==> src/rtl/imem_port_arbiter.sv <==
// Arbitrates the single instruction-ROM read port between IF fetch (port 0) and DBG (port 1).
// Define IMEM_RR_ARB_EN for round-robin arbitration instead of fixed IF priority with a starvation guard.
module imem_port_arbiter #(
   parameter int ADDR_W       = 10,
   parameter int DATA_W       = 32,
   parameter int STARVE_LIMIT = 4
) (
   input  logic              clk,
   input  logic              rst_n,
   input  logic              if_req,
   input  logic [ADDR_W-1:0] if_addr,
   output logic              if_gnt,
   output logic              if_rvalid,
   output logic [DATA_W-1:0] if_rdata,
   input  logic              dbg_req,
   input  logic [ADDR_W-1:0] dbg_addr,
   output logic              dbg_gnt,
   output logic              dbg_rvalid,
   output logic [DATA_W-1:0] dbg_rdata,
   output logic [ADDR_W-1:0] mem_addr,
   input  logic [DATA_W-1:0] mem_data,
   output logic              starved
);

   logic if_win;
   logic dbg_win;

`ifdef IMEM_RR_ARB_EN
   // prio_dbg set means IF was granted most recently, so DBG wins the next tie
   logic prio_dbg;

   // Round-robin winner selection
   always_comb begin
      if_win  = 1'b0;
      dbg_win = 1'b0;
      if (if_req && dbg_req) begin
         if_win  = ~prio_dbg;
         dbg_win = prio_dbg;
      end else begin
         if_win  = if_req;
         dbg_win = dbg_req;
      end
   end

   // Pointer follows every grant
   always_ff @(posedge clk) begin
      if (!rst_n) begin
         prio_dbg <= 1'b0;
      end else if (if_win) begin
         prio_dbg <= 1'b1;
      end else if (dbg_win) begin
         prio_dbg <= 1'b0;
      end else begin
         prio_dbg <= prio_dbg;
      end
   end

   assign starved = 1'b0;
`else
   localparam int CNT_W = $clog2(STARVE_LIMIT + 1);
   localparam logic [CNT_W-1:0] CNT_MAX  = CNT_W'(STARVE_LIMIT);
   localparam logic [CNT_W-1:0] CNT_TRIG = CNT_W'(STARVE_LIMIT - 1);
   localparam logic [0:0] ST_NORMAL = 1'b0;
   localparam logic [0:0] ST_BOOST  = 1'b1;

   logic [0:0]       state;
   logic [0:0]       state_nxt;
   logic [CNT_W-1:0] cnt;
   logic [CNT_W-1:0] cnt_nxt;

   function automatic logic [CNT_W-1:0] sat_inc(input logic [CNT_W-1:0] v);
      if (v == CNT_MAX) begin
         return v;
      end else begin
         return v + CNT_W'(1);
      end
   endfunction

   // Fixed IF priority; one cycle of DBG priority after STARVE_LIMIT consecutive denials
   always_comb begin
      if_win    = 1'b0;
      dbg_win   = 1'b0;
      state_nxt = ST_NORMAL;
      cnt_nxt   = '0;
      case (state)
         ST_BOOST: begin
            dbg_win   = dbg_req;
            if_win    = if_req & ~dbg_req;
            state_nxt = ST_NORMAL;
            cnt_nxt   = '0;
         end
         ST_NORMAL: begin
            if_win  = if_req;
            dbg_win = dbg_req & ~if_req;
            if (dbg_req && !dbg_win) begin
               cnt_nxt   = sat_inc(cnt);
               state_nxt = (cnt == CNT_TRIG) ? ST_BOOST : ST_NORMAL;
            end else begin
               cnt_nxt   = '0;
               state_nxt = ST_NORMAL;
            end
         end
         default: begin
            if_win    = 1'b0;
            dbg_win   = 1'b0;
            state_nxt = ST_NORMAL;
            cnt_nxt   = '0;
         end
      endcase
   end

   // Starvation FSM state and deny counter
   always_ff @(posedge clk) begin
      if (!rst_n) begin
         state <= ST_NORMAL;
         cnt   <= '0;
      end else begin
         state <= state_nxt;
         cnt   <= cnt_nxt;
      end
   end

   assign starved = (state == ST_BOOST);
`endif

   assign if_gnt  = if_win;
   assign dbg_gnt = dbg_win;

   // ROM address follows the winner; parked at zero when idle
   always_comb begin
      mem_addr = '0;
      if (if_win) begin
         mem_addr = if_addr;
      end else if (dbg_win) begin
         mem_addr = dbg_addr;
      end else begin
         mem_addr = '0;
      end
   end

   // Read-data return; rdata holds its last word between reads
   always_ff @(posedge clk) begin
      if (!rst_n) begin
         if_rvalid  <= 1'b0;
         dbg_rvalid <= 1'b0;
         if_rdata   <= '0;
         dbg_rdata  <= '0;
      end else begin
         if_rvalid  <= if_win;
         dbg_rvalid <= dbg_win;
         if (if_win) begin
            if_rdata <= mem_data;
         end
         if (dbg_win) begin
            dbg_rdata <= mem_data;
         end
      end
   end

endmodule

==> config.mk <==
export PLATFORM = sky130hd
export DESIGN_NAME = imem_port_arbiter
export DESIGN_NICKNAME = d
export VERILOG_FILES = /design/src/rtl/imem_port_arbiter.sv
export SDC_FILE = /design/constraint.sdc
export NUM_CORES = 1
export LEC_CHECK = 0
export ABC_AREA = 1
export CORE_MARGIN = 3
export CORE_UTILIZATION = 46
export CTS_CLUSTER_SIZE = 8
export DETAILED_ROUTE_END_ITERATION = 10
export PLACE_DENSITY = 0.84
export SLEW_MARGIN = 20
export SYNTH_ARGS = -nofsm -noshare
export SYNTH_HDL_FRONTEND = slang
export SYNTH_SLANG_ARGS = --single-unit
export TNS_END_PERCENT = 50
==> constraint.sdc <==
create_clock -name clk -period 1.7 [get_ports clk]
set_input_delay 0.34 -clock clk [delete_from_list [all_inputs] [get_ports clk]]
set_output_delay 0.34 -clock clk [all_outputs]
set_load 0.1 [all_outputs]
======== Yosys cells after proc, flatten, opt, wreduce, memory -nomap -nowiden ========
Cells that the tools add are included.
word-level totals
  word-level logic and storage cells ...... 27
  register bits ........................... 70
  output and inout port bits .............. 79
  bits of input ports ..................... 56
operators by class
  muxes and demuxes ....................... 10
  reductions and logical operators ........ 2
  equality and inequality tests ........... 3
  add/subtract/negate cells ............... 1
  bitwise gates (word level) .............. 5
operator list
  kind                   number
  $mux W10               2
  $mux W3                2
  $pmux W1 S2            3
  $pmux W3 S2            1
  $add A3 B1 Y3 const B  1
  $eq A3 B2 Y1 const B   1
  $eq A3 B3 Y1 const B   1
  $ne A3 B3 Y1 const B   1
  $not A1 Y1             3
  $and A1 B1 Y1          2
  $mux W1                2
  $logic_and A1 B1 Y1    1
  $logic_not A1 Y1       1

======== Depth between registers and ports, before layout ========
  word-level depth ........................ 6
  gate-level depth with buffers ........... 7
  gate-level depth less buffers ........... 7

======== Worst setup path before layout ========
No wires, ideal clock.
  path type ............................... reg2out
  start point ............................. register state, in the netlist starved
  end point ............................... output mem_addr[0]
  stages on the path, launching flop included .. 8
  required time ........................... 1.360 ns
  path buffers ............................ 1
  path slack .............................. -1.250 ns
  arrival ................................. 2.610 ns
  cells stage by stage .................... dfxtp_1 -> inv_1 -> nand2_1 -> nand2_1 -> inv_1 -> buf_2 -> nand2_1 -> nand2_1
on the way
  cells in the longest elaborated chain, start to end .. 4
  elaborated cells on any way between the ends .. 5
  classes of those cells .................. 4 x mux; 1 x bitwise
ends and longest elaborated chain
  item                    line  source
  start, declared         66    logic [0:0] state;
  start signal, assigned  118   state <= state_nxt;
  $not A1 Y1              85    case (state)
  $pmux W1 S2 *           85
  net dbg_gnt             17    output logic dbg_gnt,
  $mux W10 *              134   end else if (dbg_win) begin
  $mux W10 *              132   if (if_win) begin
  end, declared           20    output logic [ADDR_W-1:0] mem_addr,
Mark *: on every way through the listed nets, which the timed path passes. The rest lies on a longest branch.

======== Worst setup path in the final report ========
  start point ............................. register state, in the netlist starved
  end point ............................... output mem_addr[2]
on the way
  cells in the longest elaborated chain, start to end .. 4
  elaborated cells on any way between the ends .. 5
  classes of those cells .................. 4 x mux; 1 x bitwise
ends and longest elaborated chain
  item         line
  $not A1 Y1   85
  $pmux W1 S2  85
  $mux W10     134
  $mux W10 *   132
Mark *: on every way between the ends. The rest lies on a longest branch, timed or not.

==> flow_summary.json <==
{
  "drive_above_1_share_pct": 23.8,
  "cts_sinks": 70,
  "status": "finished with violations",
  "dp_slack_ns": -0.346,
  "start_util_pct": 49.2,
  "yosys.area.top_type": "dfxtp_1",
  "yosysSeqAreaShare_pct": 43.3,
  "syn_nets": 545,
  "n_antenna_cell": 0,
  "yosys.area_share.xor_xnor_pct": 0.271,
  "core-area_um2": 6570,
  "cp_data_arrival_time_ns": 1.45,
  "maxSlewHeadroom_pct": 54.8,
  "post_drt_wl_per_cell_um": 17.0,
  "synth_top_family_by_area": "simple AND/OR/NAND/NOR gates",
  "clock_skew_ns": 0.00824,
  "setup_slack_ns": -0.0950,
  "drv_slew": 0,
  "hold_path_class": "in2reg",
  "synth.distinct_cells": 15,
  "grt_pass1_wl_mm": 17.8,
  "final-setup-viol-count": 12,
  "die_y_um": 89.9,
  "final_util_pct": 89.9,
  "end_kind": "output pin",
  "fillers": 299,
  "rows": 29,
  "insertion_delay_ns": 0.35,
  "violations": "setup timing",
  "yosysWarnings": 0,
  "synthSimpleGateAreaFrac_pct": 29.6,
  "synth.most_common_cell": "nand2_1",
  "cts_tree": "built",
  "cp_max_fo": 5,
  "top_level_ports": 135,
  "grt_usage_pct": 27.2,
  "seqPwrFrac_pct": 35.3,
  "crit_family": "buffers and inverters",
  "synth-async-reset-ratio_pct": 0,
  "synth_flop_cell": "dfxtp_1",
  "viasPerCell": 5.15,
  "maxCapViolCount": 0,
  "cts_made_buffers": 9,
  "cts_htree_levels": 3,
  "antenna_found_initial": 0,
  "ys_top_cells_by_count": "102 x nand2_1, 74 x inv_1, 70 x dfxtp_1, 66 x a21oi_1, 66 x nor2_1",
  "synth.area.top_cells": "dfxtp_1 43%, nand2_1 12%, a21oi_1 10%, nand3_1 9.9%, inv_1 8.6%",
  "critical_path_required_ns": 1.36,
  "ant_nets": 0,
  "cpPeakStageDelay_ns": 0.37,
  "vias": 3635,
  "synthAdderAreaFrac_pct": 1.16,
  "leakagePower_nw": 2.76,
  "netlist_area_um2": 3230,
  "p_switching_mw": 2.23,
  "p_int_mw": 3.08,
  "post-route-period-util_pct": 106,
  "holdWs_ns": 0.336,
  "fin_crit_ns": 1.79,
  "dr.pass1.iters": 5,
  "synth.mux.area_fraction_pct": 0,
  "crit_chain": "inv_4 -> nand2_4 -> nand2_4 -> inv_6 -> buf_16 -> nand2_4 -> nand2_8 -> buf_12",
  "rsz0062_at_grt": "true",
  "synthToLayoutAreaGrowth_pct": 82.5,
  "syn_avg_cell_area_um2": 6.66,
  "path_buf_inv": 4,
  "nets": 667,
  "p_per_area_nw_per_um2": 901,
  "synth.ff_latch_count": 70,
  "cp-start-kind": "register",
  "placed_cells": 686,
  "fmax_ghz": 0.557,
  "clock-root-buffer": "clkbuf_8",
  "placement.io_buffers": 134,
  "syn_inst": 486,
  "drc": 0,
  "cp_common_cell": "nand2_4",
  "final_area_um2": 5900,
  "grt-ovfl-total": 0,
  "yosysTopAreaCellShare_pct": 43.3,
  "worst_pin_slew_ns": 0.677,
  "synth-edff-count": 0,
  "p_clk_share_pct": 22.2,
  "detailedPlacementHpwl_mm": 7.18,
  "place_area_um2": 5540,
  "crit_type": "reg2out",
  "p_sw_share_pct": 42.0,
  "clkTransAtPathRegs_ns": 0.08,
  "finalHoldViolCount": 0,
  "gp_congestion": 0.778,
  "first_global_vias": 3603,
  "ctsLongestPathBuffers": 2,
  "synth_compound_area_share_pct": 10.4,
  "die_x_um": 89.9,
  "combPwrFrac_pct": 42.5,
  "stdcell_count": 706,
  "totalWireLength_mm": 12.0,
  "die_area_um2": 8070,
  "cp_slowest_cell": "dfxtp_4",
  "peakVddDrop_mv": 0.754,
  "first_iter_violations": 182,
  "grt_max_degree": 96
}
-- power by group through the flow --
stage          registers (mW)  logic, mW  clock network, mW
3_5_place_dp             1.91       2.18                  0
6_report                 1.88       2.26               1.18
2_1_floorplan            2.65      0.590                  0
3_3_place_gp             1.90       2.13                  0
4_1_cts                  1.87       2.22               1.17
5_1_grt                  1.89       2.34               1.26
-- metal layers --
| layer | share of wire (%) | track usage (%) |
|---|---|---|
| met2 | 52 | 48.0 |
| met3 | 7.0 | 8.26 |
| met1 | 37 | 29.6 |
| met4 | 3.7 | 13.4 |
| met5 | 0 | 0 |
-- worst min-delay path, stage by stage --
cell and delay [ns]:
buf_2 0.14, nand2_4 0.10, nor2_1 0.06
-- through the flow --
stage | total power [mW] | TNS [ns]
4_1_cts | 5.26 | -0.479
5_1_grt | 5.49 | -1.53
3_3_place_gp | 4.04 | -8.27
6_report | 5.32 | -0.914
2_1_floorplan | 3.24 | -0.208
3_5_place_dp | 4.09 | -13.45
-- sequential cells by signal (all words and copies together), names as in the netlist --
signal / count
cnt: 3
dbg_rdata: 32
dbg_rvalid: 1
if_rdata: 32
if_rvalid: 1
starved: 1
-- final cells by class --
class / instances / area (µm²) / share of cell area, %
Sequential cell: 70 / 1410 / 23.8
Inverter: 75 / 289 / 4.90
Timing Repair Buffer: 148 / 2320 / 39.3
Tap cell: 93 / 116 / 1.97
Multi-Input combinational cell: 304 / 1610 / 27.3
Clock inverter: 6 / 38.8 / 0.657
Clock buffer: 10 / 128 / 2.16
-- worst paths after layout --
path | startpoint | end | slack, ns | cells past startpoint
setup / recovery | starved | mem_addr[2] | -0.09 | 8
hold / removal | dbg_req | dbg_rvalid | 0.34 | 3
setup reg to reg | starved | dbg_rdata[4] | 0.24 | 7
hold reg to reg | dbg_rdata[13] | dbg_rdata[13] | 0.54 | 2
-- cell families after synthesis --
family          Yosys count
simple gates            233
buf+inv                 112
flops                    70
compound gates           67
fa+ha+maj                 3
xor+xnor                  1
-- cell usage in the layout, fill, tap and decap left out --
cell / Yosys / final
nand2_4: 0 / 16
nor2_1: 66 / 66
dfxtp_1: 70 / 69
clkbuf_16: 0 / 1
clkinvlp_4: 0 / 2
inv_1: 74 / 72
buf_2: 23 / 2
clkdlybuf4s50_1: 0 / 52
nand2_2: 0 / 8
buf_4: 8 / 7
buf_16: 0 / 1
nand4_1: 1 / 1
ha_1: 3 / 3
buf_6: 2 / 1
dfxtp_4: 0 / 1
nand2_8: 0 / 8
clkbuf_8: 0 / 9
o21ai_0: 1 / 1
clkbuf_1: 4 / 1
xor2_1: 1 / 1
a21oi_1: 66 / 66
dlygate4sd2_1: 0 / 1
inv_2: 1 / 1
nand2_1: 102 / 70
nand3_1: 64 / 64
buf_12: 0 / 83
clkinv_2: 0 / 3
inv_4: 0 / 1
clkinv_4: 0 / 1
inv_6: 0 / 1
-- timing repair --
action / CTS / global route
setup endpoints to repair: 12 / 12
hold buffers: 0 / 0
cloned: 1 / 1
setup buffers: 1 / 1
gates resized for setup: 36 / 4
Note: power is estimated with default switching activity, not from simulation.
